**config.mk**
```make
export PLATFORM = sky130hd
export DESIGN_NAME = mem_arbiter_flat
export DESIGN_NICKNAME = d
export VERILOG_FILES = /design/src/rtl/mem_arbiter_if.sv /design/src/rtl/mem_arbiter.sv /design/src/flat_wrapper.sv
export SDC_FILE = /design/constraint.sdc
export NUM_CORES = 1
export LEC_CHECK = 0
export CAP_MARGIN = 5
export CORE_UTILIZATION = 37
export CTS_CLUSTER_DIAMETER = 80
export DETAILED_ROUTE_END_ITERATION = 16
export PLACE_DENSITY = 0.81
export SYNTH_ARGS = -nofsm -noshare
export SYNTH_HDL_FRONTEND = slang
export SYNTH_SLANG_ARGS = --single-unit
```
**constraint.sdc**
```tcl
create_clock -name clk -period 2.1 [get_ports clk]
set_input_delay 0.315 -clock clk [delete_from_list [all_inputs] [get_ports clk]]
set_output_delay 0.315 -clock clk [all_outputs]
set_load 0.005 [all_outputs]
```
**src/rtl/mem_arbiter_if.sv**
```systemverilog
// rtl/mem_arbiter_if.sv - I-side/D-side cache and main-memory port bundle for mem_arbiter
//
// Parameters: ADDR_W byte-address width, WORDS beats per line refill.
// I-side : i_req, i_addr -> i_ack, i_rvalid, i_beat
// D-side : d_req, d_we, d_addr, d_wdata -> d_ack, d_rvalid, d_beat
// Shared : rdata (beat data), busy, owner_d
// Memory : mem_en, mem_we, mem_addr, mem_wdata -> mem_rdata
// Modports: slave = arbiter view, master = caches/memory view.
interface mem_arbiter_if #(
  parameter int ADDR_W = 32,
  parameter int WORDS  = 4
);
  localparam int BW = $clog2(WORDS);

  logic              i_req;
  logic [ADDR_W-1:0] i_addr;
  logic              i_ack;
  logic              i_rvalid;
  logic [BW-1:0]     i_beat;

  logic              d_req;
  logic              d_we;
  logic [ADDR_W-1:0] d_addr;
  logic [31:0]       d_wdata;
  logic              d_ack;
  logic              d_rvalid;
  logic [BW-1:0]     d_beat;

  logic [31:0]       rdata;
  logic              busy;
  logic              owner_d;

  logic              mem_en;
  logic              mem_we;
  logic [ADDR_W-1:0] mem_addr;
  logic [31:0]       mem_wdata;
  logic [31:0]       mem_rdata;

  modport slave (
    input  i_req, i_addr, d_req, d_we, d_addr, d_wdata, mem_rdata,
    output i_ack, i_rvalid, i_beat, d_ack, d_rvalid, d_beat, rdata,
           busy, owner_d, mem_en, mem_we, mem_addr, mem_wdata
  );

  modport master (
    output i_req, i_addr, d_req, d_we, d_addr, d_wdata, mem_rdata,
    input  i_ack, i_rvalid, i_beat, d_ack, d_rvalid, d_beat, rdata,
           busy, owner_d, mem_en, mem_we, mem_addr, mem_wdata
  );
endinterface

```
**src/rtl/mem_arbiter.sv**
```systemverilog
// rtl/mem_arbiter.sv - shares one main-memory port between I-fetch refills and D-cache refills/stores
//
// Ports: clk (rising edge), reset (synchronous, active low), bus (mem_arbiter_if.slave).
// Parameters: MEM_LAT wait cycles before first beat (1..15), WORDS beats per refill
// (power of two, 2..8), ADDR_W byte-address width.
// Optional macro MEM_ARB_DPRI_EN: D-side always wins a tie (fixed priority);
// when undefined, ties alternate against the last finished owner (round-robin).
module mem_arbiter #(
  parameter int MEM_LAT = 9,
  parameter int WORDS   = 4,
  parameter int ADDR_W  = 32
) (
  input logic          clk,
  input logic          reset,
  mem_arbiter_if.slave bus
);
  localparam int BW = $clog2(WORDS);

  typedef enum logic [1:0] {IDLE, WAIT, XFER} state_t;

  state_t            state, state_n;
  logic [3:0]        cnt, cnt_n;          // latency countdown in WAIT, beat index in XFER
  logic              own_d, own_d_n;
  logic              last_d, last_d_n;    // owner of the most recently finished transaction
  logic              we_q, we_n;
  logic [ADDR_W-1:0] addr_q, addr_n;
  logic [31:0]       wdata_q, wdata_n;

  logic              tie_d;
  logic              grant_d;
  logic              xfer_last;
  logic [BW-1:0]     beat;

`ifdef MEM_ARB_DPRI_EN
  assign tie_d = 1'b1;
`else
  assign tie_d = ~last_d;
`endif

  assign grant_d   = bus.d_req & (~bus.i_req | tie_d);
  assign beat      = cnt[BW-1:0];
  assign xfer_last = we_q | (beat == BW'(WORDS - 1));

  always_ff @(posedge clk) begin
    if (!reset) begin
      state   <= IDLE;
      cnt     <= '0;
      own_d   <= 1'b0;
      last_d  <= 1'b0;
      we_q    <= 1'b0;
      addr_q  <= '0;
      wdata_q <= '0;
    end else begin
      state   <= state_n;
      cnt     <= cnt_n;
      own_d   <= own_d_n;
      last_d  <= last_d_n;
      we_q    <= we_n;
      addr_q  <= addr_n;
      wdata_q <= wdata_n;
    end
  end

  always_comb begin
    state_n       = state;
    cnt_n         = cnt;
    own_d_n       = own_d;
    last_d_n      = last_d;
    we_n          = we_q;
    addr_n        = addr_q;
    wdata_n       = wdata_q;

    bus.i_ack     = 1'b0;
    bus.i_rvalid  = 1'b0;
    bus.i_beat    = '0;
    bus.d_ack     = 1'b0;
    bus.d_rvalid  = 1'b0;
    bus.d_beat    = '0;
    bus.rdata     = '0;
    bus.mem_en    = 1'b0;
    bus.mem_we    = 1'b0;
    bus.mem_addr  = '0;
    bus.mem_wdata = '0;
    bus.busy      = (state != IDLE);
    bus.owner_d   = (state != IDLE) & own_d;

    unique case (state)
      IDLE: begin
        if (bus.i_req | bus.d_req) begin
          state_n = WAIT;
          cnt_n   = 4'(MEM_LAT - 1);
          own_d_n = grant_d;
          addr_n  = grant_d ? bus.d_addr : bus.i_addr;
          // only a D-side grant can be a store
          we_n    = grant_d & bus.d_we;
          wdata_n = bus.d_wdata;
        end
      end

      WAIT: begin
        if (cnt == 4'd0) begin
          state_n = XFER;
          cnt_n   = 4'd0;
        end else begin
          cnt_n = cnt - 4'd1;
        end
      end

      XFER: begin
        bus.mem_en = 1'b1;
        bus.mem_we = we_q;
        if (we_q) begin
          bus.mem_addr  = addr_q & ~ADDR_W'(3);
          bus.mem_wdata = wdata_q;
          bus.d_ack     = 1'b1;
        end else begin
          // line base with the beat index substituted into the word-offset bits
          bus.mem_addr = (addr_q & ~ADDR_W'(WORDS * 4 - 1)) | (ADDR_W'(beat) << 2);
          bus.rdata    = bus.mem_rdata;
          if (own_d) begin
            bus.d_rvalid = 1'b1;
            bus.d_beat   = beat;
            bus.d_ack    = xfer_last;
          end else begin
            bus.i_rvalid = 1'b1;
            bus.i_beat   = beat;
            bus.i_ack    = xfer_last;
          end
        end
        if (xfer_last) begin
          state_n  = IDLE;
          cnt_n    = 4'd0;
          last_d_n = own_d;
        end else begin
          cnt_n = cnt + 4'd1;
        end
      end

      default: state_n = IDLE;
    endcase
  end
endmodule
```
**src/flat_wrapper.sv**
```systemverilog
// flat-port wrapper written by rule: the top's interface ports become plain ports
module mem_arbiter_flat 
#(
  parameter int MEM_LAT = 9,
  parameter int WORDS   = 4,
  parameter int ADDR_W  = 32
)
  (clk, reset, bus_i_req, bus_i_addr, bus_d_req, bus_d_we, bus_d_addr, bus_d_wdata, bus_mem_rdata, bus_i_ack, bus_i_rvalid, bus_i_beat, bus_d_ack, bus_d_rvalid, bus_d_beat, bus_rdata, bus_busy, bus_owner_d, bus_mem_en, bus_mem_we, bus_mem_addr, bus_mem_wdata);
  mem_arbiter_if #(.ADDR_W(ADDR_W), .WORDS(WORDS)) bus_i ();
  input logic clk;
  input logic reset;
  input wire logic [$bits(bus_i.i_req)-1:0] bus_i_req;
  input wire logic [$bits(bus_i.i_addr)-1:0] bus_i_addr;
  input wire logic [$bits(bus_i.d_req)-1:0] bus_d_req;
  input wire logic [$bits(bus_i.d_we)-1:0] bus_d_we;
  input wire logic [$bits(bus_i.d_addr)-1:0] bus_d_addr;
  input wire logic [$bits(bus_i.d_wdata)-1:0] bus_d_wdata;
  input wire logic [$bits(bus_i.mem_rdata)-1:0] bus_mem_rdata;
  output wire logic [$bits(bus_i.i_ack)-1:0] bus_i_ack;
  output wire logic [$bits(bus_i.i_rvalid)-1:0] bus_i_rvalid;
  output wire logic [$bits(bus_i.i_beat)-1:0] bus_i_beat;
  output wire logic [$bits(bus_i.d_ack)-1:0] bus_d_ack;
  output wire logic [$bits(bus_i.d_rvalid)-1:0] bus_d_rvalid;
  output wire logic [$bits(bus_i.d_beat)-1:0] bus_d_beat;
  output wire logic [$bits(bus_i.rdata)-1:0] bus_rdata;
  output wire logic [$bits(bus_i.busy)-1:0] bus_busy;
  output wire logic [$bits(bus_i.owner_d)-1:0] bus_owner_d;
  output wire logic [$bits(bus_i.mem_en)-1:0] bus_mem_en;
  output wire logic [$bits(bus_i.mem_we)-1:0] bus_mem_we;
  output wire logic [$bits(bus_i.mem_addr)-1:0] bus_mem_addr;
  output wire logic [$bits(bus_i.mem_wdata)-1:0] bus_mem_wdata;
  assign bus_i.i_req = bus_i_req;
  assign bus_i.i_addr = bus_i_addr;
  assign bus_i.d_req = bus_d_req;
  assign bus_i.d_we = bus_d_we;
  assign bus_i.d_addr = bus_d_addr;
  assign bus_i.d_wdata = bus_d_wdata;
  assign bus_i.mem_rdata = bus_mem_rdata;
  assign bus_i_ack = bus_i.i_ack;
  assign bus_i_rvalid = bus_i.i_rvalid;
  assign bus_i_beat = bus_i.i_beat;
  assign bus_d_ack = bus_i.d_ack;
  assign bus_d_rvalid = bus_i.d_rvalid;
  assign bus_d_beat = bus_i.d_beat;
  assign bus_rdata = bus_i.rdata;
  assign bus_busy = bus_i.busy;
  assign bus_owner_d = bus_i.owner_d;
  assign bus_mem_en = bus_i.mem_en;
  assign bus_mem_we = bus_i.mem_we;
  assign bus_mem_addr = bus_i.mem_addr;
  assign bus_mem_wdata = bus_i.mem_wdata;
  mem_arbiter #(.MEM_LAT(MEM_LAT), .WORDS(WORDS), .ADDR_W(ADDR_W)) u_core (.clk(clk), .reset(reset), .bus(bus_i));
endmodule
```
==> flow_summary_export.csv, run 1 <==
group,metric,value,unit
finish,final_core_util,67.0,%
route,wl_per_cell,15.9,µm
sta,finalSetupViolations,0,
critical_path,cp-start-kind,"flop",
placed_design,dp_hpwl,9360,µm
yosys,async_flop_share,0,%
sta,maxSlewViolCount,0,
yosys,ys.warnings.count,0,
floorplanning,io_pins,241,
run_status,status,"completed",
placed_design,placed_cells,803,
finish,diodes,0,
power_and_ir_drop,power_leakage,3.17,nW
sta,finalHoldViolations,0,
finish,layout.cells.non_filler,832,
yosys,ys_types,41,
sta,fmax,489,MHz
yosys,synth_edf_count,0,
global_routing,grt_pass1_wl,19400,µm
floorplanning,die_width,103,µm
yosys,avgSynthCellArea,8.17,µm²
floorplanning,die-area,10600,µm²
yosys,ys.flop_type,"dfxtp_1",
clock_network,clockBufferDepth,2,
clock_network,numCtsBuffers,9,
placed_design,io_buffers,234,
power_and_ir_drop,peakVddDrop,0.545,mV
route,ant_nets,0,
yosys,syn_area,3770,µm²
global_routing,grt_overflow,0,
critical_path,path_class,"flop to primary output",
placed_design,routabilityCongestion,0.788,
clock_network,cts.reportedPaths.clkPinSlew,0.08,ns
job,maxCapViolCount,0,
critical_path,endpoint_kind,"primary output",
finish,layout.nets,833,
sta,fin_crit_sh,97.4,%
route,drt_pass1_iterations,4,
hold_path,hold_path_class,"flop to flop",
global_routing,grt_start_max_net_pins,38,
yosys,synthCells,461,
global_routing,grt_pass1_vias,4058,
clock_network,htreeDepth,3,
placed_design,placed_area,6290,µm²
route,drc,0,
yosys,seq_area_frac_synth,37.7,%
global_routing,antenna_found_initial,0,
finish,area_delta_synth_final,74.6,%
critical_path,crit_fanout,17,
finish,finish.instance_area,6580,µm²
power_and_ir_drop,finalPower,5.79,mW
clock_network,root_buffer,"clkbuf_8",
floorplanning,rows,36,
yosys,ys_ff_latch,71,
floorplanning,core,9820,µm²
clock_network,cts_tree,"done",
sta,final.setup.tns,0,ns
sta,rsz0062_at_grt,"true",
clock_network,cts_sinks,71,
critical_path,worst_ep_arrival_time,1.73,ns
clock_network,worstSkewPairLatency,0.33,ns
floorplanning,start_util,38.4,%
route,drt_iter0_drc,122,
global_routing,grt_util_all_layers,24.1,%
route,routed_wl,13200,µm
sta,finalClockSkew,0.00577,ns
finish,drive_above_1_share,12.6,%
floorplanning,die_y,103,µm
sta,fin_crit,2.05,ns
critical_path,required,1.78,ns
finish,n_fill_cell,848,
route,via_per_inst,4.97,
power_and_ir_drop,power_density,880,nW/µm²
route,vias,4134,
-- cell usage in the layout, fill, tap and decap left out, types with 7 or more instances in the layout --
cell type and n:
a211oi_2 7, buf_12 8, buf_2 10, nand2_1 64, dfxtp_1 67, and2_1 62, clkbuf_2 10, dlygate4sd2_1 59
clkbuf_8 9, a21oi_1 35, clkdlybuf4s15_1 22, nor2_1 37, clkdlybuf4s50_1 129, mux2i_1 33, and3_1 34, a211oi_1 24
buf_4 10
-- cell usage after synthesis, types with 2 or more instances --
library cell | count | area, µm²
a211oi_1 | 24 | 180
a211oi_2 | 7 | 87.6
a21oi_1 | 35 | 175
a22oi_1 | 2 | 15.0
and2_1 | 63 | 394
and3_1 | 34 | 213
buf_2 | 10 | 50.1
buf_4 | 3 | 22.5
buf_6 | 3 | 33.8
clkbuf_1 | 24 | 90.1
dfxtp_1 | 71 | 1420
ha_1 | 6 | 75.1
inv_1 | 6 | 22.5
mux2i_1 | 33 | 330
nand2_1 | 64 | 240
nand2b_1 | 2 | 12.5
nand3_1 | 3 | 15.0
nor2_1 | 38 | 143
nor2b_1 | 5 | 31.3
nor3_1 | 3 | 15.0
o21a_1 | 2 | 15.0
o21ai_0 | 3 | 15.0
o31ai_1 | 2 | 15.0
-- kinds of logic (layout without fill, tap and decap cells) --
family          count (synthesis)  in the layout  synth area share, %
simple gates                  219            219                 29.8
compound gates                 82             82                 15.1
other cells                     1              2               0.0996
fa+ha+maj                       6              6                 1.99
buf+inv                        47            284                 5.91
xor+xnor                        1              1                0.233
mux                            34             34                 9.07
flops                          71             71                 37.7
-- report_power, final --
group	internal (mW)	switching (mW)	total [mW]
Combinational	1.38	1.37	2.76
Clock	0.558	0.537	1.09
Sequential	1.73	0.207	1.94
Total	3.67	2.12	5.79
-- metal layers --
metal	routed length, µm	global-route usage [%]
met1	4880	25.0
met2	6820	45.0
met3	1220	7.46
met4	286	9.64
met5	0	0
-- repair_timing --
item / 4_1_cts / 5_1_grt
pin swaps: 1 / 1
setup endpoints to repair: 106 / 17
gates cloned: 3 / 1
setup buffers: 7 / 2
hold buffers: 0 / 0
gates resized for setup: 156 / 42
-- area by class of cell --
cell class / instances / area [µm²] / share of cell area, %
Clock buffer: 10 / 128 / 1.94
Clock inverter: 6 / 70.1 / 1.07
Inverter: 7 / 26.3 / 0.400
Multi-Input combinational cell: 344 / 2170 / 33.0
Sequential cell: 71 / 1430 / 21.7
Tap cell: 133 / 166 / 2.53
Timing Repair Buffer: 261 / 2590 / 39.3
-- critical path, cell delays in order (launching register included) --
cell and delay [ns]:
dfxtp_2 0.34, inv_2 0.05, ha_4 0.17, nor2b_4 0.13, buf_4 0.14, clkbuf_16 0.16
and2_1 0.15, dlygate4sd2_1 0.25
-- worst paths after layout --
path                      start                 end  slack [ns]  cells after the start
max             u_core.state[0]       bus_rdata[16]        0.05                      7
min          u_core.wdata_q[30]  u_core.wdata_q[30]        0.45                      2
max reg2reg       u_core.cnt[1]     u_core.state[1]        0.24                      6
min reg2reg  u_core.wdata_q[30]  u_core.wdata_q[30]        0.45                      2
-- through the flow --
step	hold slack, ns	setup slack [ns]
final	0.451	0.0543
after global routing	0.471	-0.00698
after CTS	0.455	-0.125
after detailed placement	0.444	0.0308
after global placement	0.438	0.0938
after floorplan	0.432	0.479
-- flip-flops by register name, summed over array words and instances, names as in the netlist --
| signal | flops |
|---|---|
| u_core.addr_q | 30 |
| u_core.cnt | 4 |
| u_core.last_d | 1 |
| u_core.own_d | 1 |
| u_core.state | 2 |
| u_core.wdata_q | 32 |
| u_core.we_q | 1 |
Note: power is estimated with default switching activity, not from simulation.
==> run 2, diff against run 1 <==
CORE_MARGIN = 5   (was default)
RECOVER_POWER = 100   (was default)
==> run 2 against run 1 <==
Compared with the run above: critical path depth shrank 2; core utilization grew 1.2 points; clock power grew 15%; count of clock-buffer cells in the layout shrank 1; die area grew 16%; global-route usage shrank 2.5 points; largest cell class unchanged; sequential power is essentially flat; routed wire length grew 8.3%; worst setup slack lost 0.050 ns; first-iteration DRC count grew 140%.
==> flow_summary_export.csv, run 2 (synthesis gave the netlist of run 1 again) <==
group,metric,value,unit
finish,top_register,"u_core.wdata_q",
global_routing,grt_pass1_vias,4114,
clock_network,cts_sinks,71,
global_routing,grt_overflow,0,
power_and_ir_drop,power_density,867,nW/µm²
placed_design,dp_hpwl,10600,µm
critical_path,required,1.78,ns
route,vias,4154,
global_routing,grt_pass1_wl,22000,µm
finish,register_area,1430,µm²
global_routing,antenna_found_initial,0,
global_routing,met3_usage,6.99,%
finish,most-common-layout-cells,"clkdlybuf4s50_1, dfxtp_1, nand2_1, and2_1, dlymetal6s2s_1",
run_status,status,"completed",
critical_path,regToRegSetupSlack,0.14,ns
sta,maxSlewHeadroom,44.1,%
floorplanning,rows,36,
floorplanning,core,9860,µm²
critical_path,path_class,"flop to primary output",
critical_path,crit_fanout,19,
sta,fin_crit,2.10,ns
placed_design,io_buffers,234,
power_and_ir_drop,power_leakage,3.59,nW
critical_path,worst_ep_arrival_time,1.78,ns
finish,top_regs,"u_core.wdata_q x32, u_core.addr_q x30, u_core.cnt x4",
clock_network,root_buffer,"clkbuf_8",
floorplanning,io_pins,241,
critical_path,cp-start-kind,"flop",
power_and_ir_drop,peakVddDrop,0.592,mV
clock_network,numCtsBuffers,9,
sta,finalSetupViolations,0,
hold_path,whs_path_depth,2,
sta,worst_pin_slew,0.838,ns
critical_path,rr_worst_depth,8,
clock_network,cts.reportedPaths.clkPinSlew,0.09,ns
floorplanning,die_y,111,µm
sta,fin_ws,0.00394,ns
placed_design,dp_slack,0.0446,ns
global_routing,grt_util_all_layers,21.6,%
clock_network,htreeDepth,3,
global_routing,grt_start_max_net_pins,57,
sta,maxSlewViolCount,0,
route,wl_per_cell,17.2,µm
route,drt_iter0_drc,290,
hold_path,holdPathEnd,"u_core.wdata_q[31]",
route,routed_wl,14300,µm
sta,finalClockSkew,0.0104,ns
finish,n_fill_cell,814,
job,maxCapViolCount,0,
clock_network,hold_buffers,0,
sta,fmax,477,MHz
hold_path,hp-start,"u_core.wdata_q[31]",
floorplanning,die-area,12300,µm²
finish,multi_input_area,2180,µm²
finish,final_common_cell,"clkdlybuf4s50_1",
sta,final.setup.tns,0,ns
route,via_per_inst,5.00,
hold_path,hold_path_class,"flop to flop",
global_routing,grt_use_met1,25.2,%
critical_path,r2r_start,"u_core.state[0]",
clock_network,worstSkewPairLatency,0.34,ns
finish,diodes,0,
clock_network,clockBufferDepth,2,
placed_design,routabilityCongestion,0.967,
route,ant_nets,0,
global_routing,grt_busiest_layer,"met2",
floorplanning,start_util,38.2,%
critical_path,endpoint_kind,"primary output",
clock_network,cts_tree,"done",
finish,area_delta_synth_final,78.6,%
finish,largest_register_ffs,32,
route,drt_pass1_iterations,4,
global_routing,met2_usage,38.5,%
route,drc,0,
finish,final_core_util,68.2,%
finish,layout.nets,832,
sta,finalHoldViolations,0,
finish,drive_above_1_share,10.0,%
sta,fin_crit_sh,99.8,%
floorplanning,die_width,111,µm
sta,rsz0062_at_grt,"true",
critical_path,r2r-end,"u_core.addr_q[5]",
run 2: how the worst max path moves through the flow:
stage               startpoint                end  slack (ns)  cells after the start
6_report       u_core.state[0]  bus_mem_wdata[28]       0.004                      5
3_5_place_dp   u_core.state[0]          bus_i_ack        0.04                      7
5_1_grt        u_core.state[0]  bus_mem_wdata[28]       -0.05                      5
3_3_place_gp   u_core.state[0]      bus_rdata[30]        0.08                      6
2_1_floorplan  u_core.state[0]      bus_rdata[10]        0.48                      5
4_1_cts        u_core.state[0]      bus_rdata[22]       -0.19                      6
run 2: through the flow:
| step | instance area, µm² | hold WS [ns] | total power, mW | cells |
|---|---|---|---|---|
| global placement | 6270 | 0.438 | 4.34 | 802 |
| CTS | 6520 | 0.455 | 5.74 | 822 |
| global route | 6730 | 0.473 | 6.23 | 831 |
| floorplan | 3770 | 0.432 | 3.34 | 462 |
| detailed placement | 6270 | 0.444 | 4.43 | 802 |
| finish | 6730 | 0.456 | 5.83 | 831 |
run 2: metal layers:
layer	wire, µm	share of wire (%)	vias up
li1	-	-	2030
met1	5590	39	1912
met2	7260	51	190
met3	1130	7.9	22
met4	317	2.2	0
met5	0	0	-
run 2: cell type report:
class	instances	share of cell area, %
multi-input cells	344	32.4
repair buffers	260	40.1
clock buffers	9	1.84
clock inverters	7	1.54
flip-flops and latches	71	21.3
inverters	7	0.391
well taps	133	2.47
run 2: report_power, final:
part | leakage (nW) | total [mW] | internal (mW) | switching (mW)
sequential | 0.590 | 1.94 | 1.73 | 0.211
combinational | 2.89 | 2.64 | 1.29 | 1.34
clock | 0.108 | 1.25 | 0.685 | 0.565
total | 3.59 | 5.83 | 3.71 | 2.12
run 2: critical path, cell delays in order (launching register included):
cell	delay, ns
dfxtp_2	0.34
inv_2	0.08
ha_4	0.16
buf_6	0.17
and3_1	0.16
clkdlybuf4s50_1	0.53
run 2: timing repair:
item,CTS,global route
hold endpoints to repair,0,0
gates resized for setup,72,70
cloned,1,2
pin swaps,1,1
buffers inserted,3,8
endpoints found under the setup margin,106,63
==> run 3, diff against run 2 <==
CORE_AREA = 5 5 91 93   (was default)
CORE_MARGIN = default   (was 5)
CORE_UTILIZATION = default   (was 37)
DIE_AREA = 0 0 96 98   (was default)
DONT_BUFFER_PORTS = 1   (was default)
PLACE_DENSITY = 0.67   (was 0.81)
==> run 3 against run 2 <==
Compared with the run above: non-clock buffer count decreased by 246; worst setup slack improved by 0.10 ns; final area decreased by 40%; critical path type unchanged; highest routed layer unchanged; sequential share of layout area increased by 14 points; routed wire length decreased by 24%; largest cell class is now multi-input combinational cells; hold slack got worse by 0.36 ns; core utilization decreased by 14 points; first-iteration DRC count decreased by 62%; final cell count decreased by 33%; sequential cell count unchanged; global-route usage increased by 0.40 points.
==> flow_summary_export.csv, run 3 (synthesis gave the netlist of run 1 again) <==
group,metric,value,unit
placed_design,dp_hpwl,8120,µm
sta,finalHoldViolations,0,
floorplanning,core,7450,µm²
power_and_ir_drop,power_leakage,1.70,nW
critical_path,crit_fanout,35,
placed_design,io_buffers,0,
sta,fin_crit_sh,94.8,%
sta,final.setup.tns,0,ns
critical_path,regToRegSetupSlack,0.19,ns
global_routing,grt_overflow,0,
critical_path,path_class,"flop to primary output",
global_routing,grt_start_max_net_pins,61,
floorplanning,start_util,50.6,%
finish,final_common_cell,"dfxtp_1",
route,drt_iter0_drc,109,
clock_network,numCtsBuffers,9,
critical_path,required,1.78,ns
finish,most-common-layout-cells,"dfxtp_1, nand2_1, and2_0, nor2_1, a21oi_1",
clock_network,cts_sinks,71,
clock_network,worstSkewPairLatency,0.34,ns
clock_network,root_buffer,"clkbuf_8",
floorplanning,io_pins,241,
route,via_per_inst,5.60,
clock_network,clockBufferDepth,2,
floorplanning,die_y,98,µm
sta,rsz0062_at_grt,"false",
clock_network,cts.reportedPaths.clkPinSlew,0.08,ns
finish,final_core_util,53.9,%
finish,multi_input_area,2130,µm²
hold_path,hold_path_class,"input port to flop",
finish,largest_register_ffs,32,
route,vias,3102,
finish,layout.cells.non_filler,554,
finish,top_register,"u_core.wdata_q",
placed_design,placed_area,3840,µm²
sta,fmax,502,MHz
sta,fin_ws,0.108,ns
placed_design,dp_slack,0.246,ns
finish,register_area,1420,µm²
finish,drive_above_1_share,8.85,%
run_status,status,"completed",
route,drc,0,
floorplanning,die-area,9410,µm²
critical_path,cp-start-kind,"flop",
finish,finish.instance_area,4010,µm²
finish,diodes,0,
finish,top_regs,"u_core.wdata_q x32, u_core.addr_q x30, u_core.cnt x4",
route,wl_per_cell,19.5,µm
finish,n_fill_cell,707,
critical_path,worst_ep_arrival_time,1.68,ns
placed_design,routabilityCongestion,0.898,
floorplanning,die_width,96,µm
global_routing,antenna_found_initial,0,
clock_network,htreeDepth,3,
sta,finalSetupViolations,0,
sta,maxSlewViolCount,0,
clock_network,hold_buffers,0,
placed_design,placed_cells,537,
route,routed_wl,10800,µm
floorplanning,rows,32,
job,maxCapViolCount,0,
clock_network,cts_tree,"done",
finish,layout.nets,586,
global_routing,grt_pass1_vias,3143,
route,ant_nets,0,
route,drt_pass1_iterations,4,
finish,area_delta_synth_final,6.51,%
sta,fin_crit,1.99,ns
critical_path,endpoint_kind,"primary output",
power_and_ir_drop,peakVddDrop,0.560,mV
sta,finalClockSkew,0.00994,ns
power_and_ir_drop,power_density,1180,nW/µm²
global_routing,grt_pass1_wl,16100,µm
global_routing,grt_util_all_layers,22.1,%
[run 3: final cells by class]
type                            count  area share, %
Sequential cell                    71           35.4
Clock buffer                       10           3.43
Tap cell                          102           3.18
Multi-Input combinational cell    344           53.1
Timing Repair Buffer               14           3.12
Clock inverter                      6           1.06
Inverter                            7          0.655
[run 3: metal layers]
metal  track usage [%]  part of all wire [%]  routed length (µm)
met5                 0                     0                   0
met4              6.46                   1.6                 169
met3              8.01                   9.9                1070
met2              40.5                    52                5660
met1              22.9                    36                3910
[run 3: final timing paths]
check / startpoint / to / cells past startpoint
setup / recovery: u_core.state[0] / bus_rdata[9] / 5
hold / removal: reset / u_core.cnt[0] / 1
setup reg to reg: u_core.cnt[0] / u_core.state[1] / 6
hold reg to reg: u_core.wdata_q[27] / u_core.wdata_q[27] / 2
[run 3: critical path, cell delays in order (launching register included)]
cell and delay (ns):
dfxtp_1 0.34, inv_1 0.14, ha_4 0.24, nor2b_1 0.18, buf_6 0.21, and2_0 0.23
[run 3: report_power, final]
| group | total (mW) | leakage, nW | switching (mW) | internal, mW |
|---|---|---|---|---|
| clock network | 0.993 | 0.0891 | 0.528 | 0.465 |
| registers | 1.93 | 0.587 | 0.209 | 1.73 |
| logic | 1.79 | 1.03 | 1.13 | 0.660 |
[run 3: what timing repair did]
action	4_1_cts	5_1_grt
setup endpoints to repair	36	35
setup buffers	0	1
resized for setup	1	2
gates cloned	0	0
[run 3: metrics by stage]
stage / hold slack (ns) / total power, mW
2_1_floorplan: 0.432 / 3.34
3_5_place_dp: 0.439 / 3.79
6_report: 0.0974 / 4.72
3_3_place_gp: 0.438 / 3.71
4_1_cts: 0.0763 / 4.80
5_1_grt: 0.0896 / 5.08
==> patch 1: new RTL, settings of run 1 <==
Add a define of `MEM_ARB_DPRI_EN`.
--- a/src/rtl/mem_arbiter.sv
+++ b/src/rtl/mem_arbiter.sv
@@ -7,2 +7,4 @@
 // when undefined, ties alternate against the last finished owner (round-robin).
+`define MEM_ARB_DPRI_EN
+
 module mem_arbiter #(
Formal check against the unedited RTL: same outputs for any inputs over 10 cycles, from zero or initial values and one cycle with reset low; that may be too few to reach the edited logic, so the function may still have changed.
==> patch 1 against run 1 <==
- routed wire length is 6.0% lower
- sequential share of layout area down 0.32 points
- sequential cell count decreased by 1
- synthesized area fell by 0.73%
- first-iteration DRC count fell by 4.1%
- combinational power fell by 4%
- final area about the same
- worst setup slack lost 6.0 ps
- power is 0.22% higher
- utilization is 0.24 points higher
==> patch 1: results (changes against run 1) <==
\begin{tabular}{lr}
\hline
Metric & Value \\
\hline
\multicolumn{2}{l}{\textbf{Critical path}} \\
CP max FO & 8 (-9) \\
Arrival time of the worst setup path & 1740 ps \\
\multicolumn{2}{l}{\textbf{Synthesis}} \\
Mean instance size in the synthesized netlist & 8.15 sq um (-0.30\%) \\
Unique masters post-synth & 40 (-2.4\%) \\
Top area cells in the synthesized netlist & dfxtp\_1 37\%, and2\_1 11\%, mux2i\_1 8.6\% \\
Fraction of the yosys area taken by sequential cells & 37.5\% (-0.26 points) \\
\multicolumn{2}{l}{\textbf{Routing}} \\
Avg Vias per Cell & 4.86 (-2.2\%) \\
Routed WL & 12400 um (-6.0\%) \\
Iteration-0 DRC Markers & 117 (-4.1\%) \\
\multicolumn{2}{l}{\textbf{Global routing}} \\
All-layer global routing usage & 22.9\% (-1.2 points) \\
Antenna violations before repair & 1 (+1) \\
Pin count of the biggest net entering global routing & 62 (+63\%) \\
Vias in the first global route & 3785 (-6.7\%) \\
\multicolumn{2}{l}{\textbf{Power and ir drop}} \\
Overall power of the completed layout & 5800 uW (+0.22\%) \\
Static Leakage & 0.00311 uW (-1.9\%) \\
Relative contribution of combinational cells to total power & 45.7\% (-1.9 points) \\
Max rail drop VDD & 624 uV (+15\%) \\
Internal Dissipation & 3730 uW (+1.5\%) \\
\multicolumn{2}{l}{\textbf{Placement}} \\
Pre-CTS setup slack & 42.3 ps (+11.5 ps) \\
DP Cell Count & 798 (-0.62\%) \\
Detailed Place HPWL & 9080 um (-3.0\%) \\
Gpl congestion & 0.817 (+3.6\%) \\
\multicolumn{2}{l}{\textbf{Final layout}} \\
Final-stage net count & 827 (-0.72\%) \\
Layout cells sized above 1 & 9.96\% (-2.6 points) \\
\multicolumn{2}{l}{\textbf{STA}} \\
Clock Skew & 6.14 ps (+0.366 ps) \\
Final critical-path setup slack & 48.4 ps (-5.96 ps) \\
\multicolumn{2}{l}{\textbf{CTS}} \\
Clock-pin slew on the worst setup and hold paths & 80 ps (about the same) \\
\multicolumn{2}{l}{\textbf{Outcome}} \\
Status & finished, final reports clean \\
\hline
\end{tabular}
[patch 1: metal layers]
layer  wire (um)  track usage [%]  vias up
met5           0                0        -
met4         192             7.03        0
met3        1140             7.86       18
met2        6440             43.3      158
met1        4640             23.6     1833
li1            -                -     2008
[patch 1: logic make-up after synthesis]
family,Yosys count,share of synthesized area [%]
simple gates,220,30.4
mux,33,8.87
buf+inv,48,6.29
fa+ha+maj,6,2.01
other cells,1,0.100
compound gates,80,14.6
flops,70,37.5
xor+xnor,1,0.234
[patch 1: worst min-delay path: stages]
cell,delay (ps)
buf_2,160
nand2_1,80
a21oi_1,50
[patch 1: path summary, 6_finish.rpt]
path                                                 startpoint                         endpoint  slack (ps)  depth (start not counted)
worst max register to register     u_core.state[0]$_SDFFE_PN0P_     u_core.state[1]$_SDFFE_PN0P_         260                          9
worst max-delay path               u_core.state[0]$_SDFFE_PN0P_                     bus_rdata[7]          50                          7
worst min-delay path                                  bus_d_req        u_core.own_d$_SDFFE_PN0P_         320                          3
worst min register to register  u_core.wdata_q[31]$_SDFFE_PN0P_  u_core.wdata_q[31]$_SDFFE_PN0P_         450                          2
[patch 1: cell type report]
cell class                 instances  area, sq um
antenna                            1         2.50
clock buffer                       9          124
clock inverter                     7          103
fill                             801         3210
inverter                           7         26.3
multi-input combinational        342         2150
sequential                        70         1400
tap                              133          166
timing repair buffer             258         2600
[patch 1: what timing repair did]
action	CTS	global route
setup endpoints to repair	103	32
pin swaps	1	1
gates resized for setup	111	30
gates cloned	2	1
hold endpoints to repair	0	0
buffers inserted	7	3
[patch 1: metrics by stage]
stage / instance area [sq um] / setup TNS, ps / hold WS [ps]
floorplan: 3740 / 0 / 432
global placement: 6180 / 0 / 438
detailed placement: 6180 / 0 / 442
CTS: 6460 / -313 / 312
global route: 6570 / -112 / 317
finish: 6570 / 0 / 323
==> patch 2: new RTL, config.mk and constraints of run 1 <==
Without the edit above. Take the reset off `addr_q` and `wdata_q` and load them in a clocked block of their own.
--- a/src/rtl/mem_arbiter.sv
+++ b/src/rtl/mem_arbiter.sv
@@ -50,4 +50,2 @@
       we_q    <= 1'b0;
-      addr_q  <= '0;
-      wdata_q <= '0;
     end else begin
@@ -58,5 +56,8 @@
       we_q    <= we_n;
-      addr_q  <= addr_n;
-      wdata_q <= wdata_n;
     end
+  end
+
+  always_ff @(posedge clk) begin
+    addr_q  <= addr_n;
+    wdata_q <= wdata_n;
   end
Check against the original RTL: no difference found for any inputs over 10 cycles, from zero or initial values and one cycle with reset low; that may be too few to reach the edited logic, so the function may still have changed.
==> patch 2 against run 1 <==
- via count fell by 24%
- final area fell by 0.88%
- count of clock-buffer cells in the layout is 1 lower
- power is 8.4% lower
- worst setup slack lost 21 ps
- sequential cell count unchanged
- combinational power is 29% lower
- routed wire length down 15%
- sequential share of layout area increased by 9.7 points
- clock skew up 7.4 ps
- synthesized area shrank 5.9%
==> patch 2: results (changes against run 1) <==
\begin{tabular}{lr}
\hline
Metric & Value \\
\hline
\multicolumn{2}{l}{\textbf{Routing}} \\
Via Count & 3146 (-24\%) \\
DR pass1 iterations & 4 (unchanged) \\
Post-DR wirelength/cell & 16.9 um (+6.4\%) \\
Iteration-0 DRC Markers & 121 (-0.82\%) \\
\multicolumn{2}{l}{\textbf{Global routing}} \\
Antenna violations before repair & 0 (unchanged) \\
Vias in the first global route & 3230 (-20\%) \\
Pin count of the biggest net entering global routing & 41 (+7.9\%) \\
All-layer global routing usage & 21.7\% (-2.4 points) \\
First-pass GRT wire length & 16100 um (-17\%) \\
\multicolumn{2}{l}{\textbf{Critical path}} \\
CP max FO & 33 (+16) \\
Largest stage delay, worst path & 500 ps (+160 ps) \\
Slowest library cell on the worst path & clkdlybuf4s50\_1 \\
\multicolumn{2}{l}{\textbf{Placement}} \\
Pre-CTS setup slack & 18.4 ps (-12.4 ps) \\
Detailed Place HPWL & 8250 um (-12\%) \\
Gpl congestion & 0.816 (+3.5\%) \\
Number of input and output port buffers inserted & 234 (unchanged) \\
Placement Cell Area & 0.00610 sq mm (-3.0\%) \\
\multicolumn{2}{l}{\textbf{Final layout}} \\
Count of inserted antenna diode cells & 0 (unchanged) \\
Layout cells sized above 1 & 17.4\% (+4.9 points) \\
Largest registers in the final layout & u\_core.wdata\_q (32), u\_core.addr\_q (30), u\_core.cnt (4) \\
Number of fill cells & 660 (-22\%) \\
Final-stage net count & 667 (-20\%) \\
\multicolumn{2}{l}{\textbf{CTS}} \\
CTS max path bufs & 2 (unchanged) \\
CTS H-tree depth & 3 (unchanged) \\
Source-to-sink clock delay at the later pin of the worst-skew pair & 340 ps \\
Clock-pin slew on the worst setup and hold paths & 80 ps (about the same) \\
Clock buffer count from CTS & 9 (unchanged) \\
Buffer type at the clock tree root & clkbuf\_8 \\
\multicolumn{2}{l}{\textbf{Synthesis}} \\
Number of synthesized flops with an enable pin & 62 (+62) \\
Proportion of register bits with asynchronous set or reset after synthesis & 0\% (unchanged) \\
Top area cells in the synthesized netlist & edfxtp\_1 53\%, and2\_1 11\%, mux2\_2 9.9\% \\
Most common library cells after synthesis & 62 x and2\_1, 62 x edfxtp\_1, 34 x and3\_1 \\
Unique masters post-synth & 38 (-7.3\%) \\
Synthesized-area fraction occupied by ao, oa, aoi and oai cells & 4.34\% (-11 points) \\
Adder-cell share of the synthesized area & 2.12\% (+0.13 points) \\
Multiplexer share of the synthesized area & 10.7\% (+1.6 points) \\
Synthesis Warnings & 0 (unchanged) \\
Fraction of the yosys area taken by sequential cells & 57.6\% (+20 points) \\
Xor/xnor share of the synthesized area & 0.247\% (+0.015 points) \\
\multicolumn{2}{l}{\textbf{Hold path}} \\
Kind of path behind the tightest hold check & input pin to flip-flop \\
\multicolumn{2}{l}{\textbf{STA}} \\
Clock Skew & 13.2 ps (+7.43 ps) \\
\multicolumn{2}{l}{\textbf{Power and ir drop}} \\
Static Leakage & 0.00343 uW (+8.0\%) \\
Max rail drop VDD & 427 uV (-22\%) \\
\multicolumn{2}{l}{\textbf{Outcome}} \\
Status & finished, final reports clean \\
\hline
\end{tabular}
patch 2: cell types whose count changed after synthesis, moves of 32 or more:
cell,before,now
edfxtp_1,0,62
a21oi_1,35,1
nand2_1,64,0
dfxtp_1,71,9
nor2_1,38,6
patch 2: path summary, 6_finish.rpt:
path / startpoint / endpoint / slack (ps) / depth (start not counted)
setup reg to reg: u_core.state[0]$_SDFFE_PN0P_ / u_core.cnt[0]$_SDFFE_PN0P_ / 330 / 7
setup / recovery: u_core.state[1]$_SDFFE_PN0P_ / bus_mem_wdata[5] / 30 / 4
hold reg to reg: u_core.state[1]$_SDFFE_PN0P_ / u_core.state[1]$_SDFFE_PN0P_ / 570 / 2
hold / removal: bus_d_wdata[17] / u_core.wdata_q[17]$_DFFE_PP_ / 520 / 1
patch 2: metrics by stage:
| step | hold slack (ps) | cells | util, % | TNS [ps] |
|---|---|---|---|---|
| 2_1_floorplan | 414 | 286 | - | 0 |
| 3_3_place_gp | 527 | 638 | 66.0 | 0 |
| 3_5_place_dp | 559 | 638 | 66.0 | 0 |
| 4_1_cts | 505 | 661 | 69.5 | -1060 |
| 5_1_grt | 498 | 662 | 70.5 | -413 |
| 6_report | 522 | 662 | 70.5 | 0 |
patch 2: area by class of cell:
type	count	area [sq um]	share of cell area, %
Clock buffer	9	124	1.90
Clock inverter	7	72.6	1.11
Inverter	8	33.8	0.518
Multi-Input combinational cell	186	1450	22.2
Sequential cell	71	2050	31.4
Tap cell	129	161	2.48
Timing Repair Buffer	252	2630	40.4
patch 2: power by group:
part           internal [uW]  switching (uW)  leakage [uW]  total [uW]
clock                    551             533     0.0000972        1080
combinational           1050             916       0.00264        1970
sequential              2110             149      0.000683        2250
total                   3710            1600       0.00343        5300
patch 2: kinds of logic (layout without fill, tap and decap cells):
family / count (synthesis) / in the layout
mux: 34 / 34
xor+xnor: 1 / 1
buf+inv: 29 / 276
flops: 71 / 71
fa+ha+maj: 6 / 6
other cells: 1 / 2
compound gates: 21 / 21
simple gates: 122 / 122
patch 2: routing by layer:
layer	GRT usage, %	share of wire (%)	vias to the layer above	wire (um)
met5	0	0	-	0
met3	7.80	8.6	20	964
met4	8.37	2.3	0	252
li1	-	-	1501	-
met2	43.7	56	163	6300
met1	19.1	33	1462	3660
patch 2: critical path, delay by kind of cell, from the launching register on:
kind          cells  cell delay (ps)
flops             1              370
buf+inv           2              680
fa+ha+maj         1              180
simple gates      1              180
patch 2: repair_timing:
action	in CTS	in global routing
hold endpoints to repair	0	0
gates cloned	2	0
pin swaps	0	1
endpoints found under the setup margin	103	91
buffers inserted	5	1
hold buffers	0	0
resized for setup	66	62
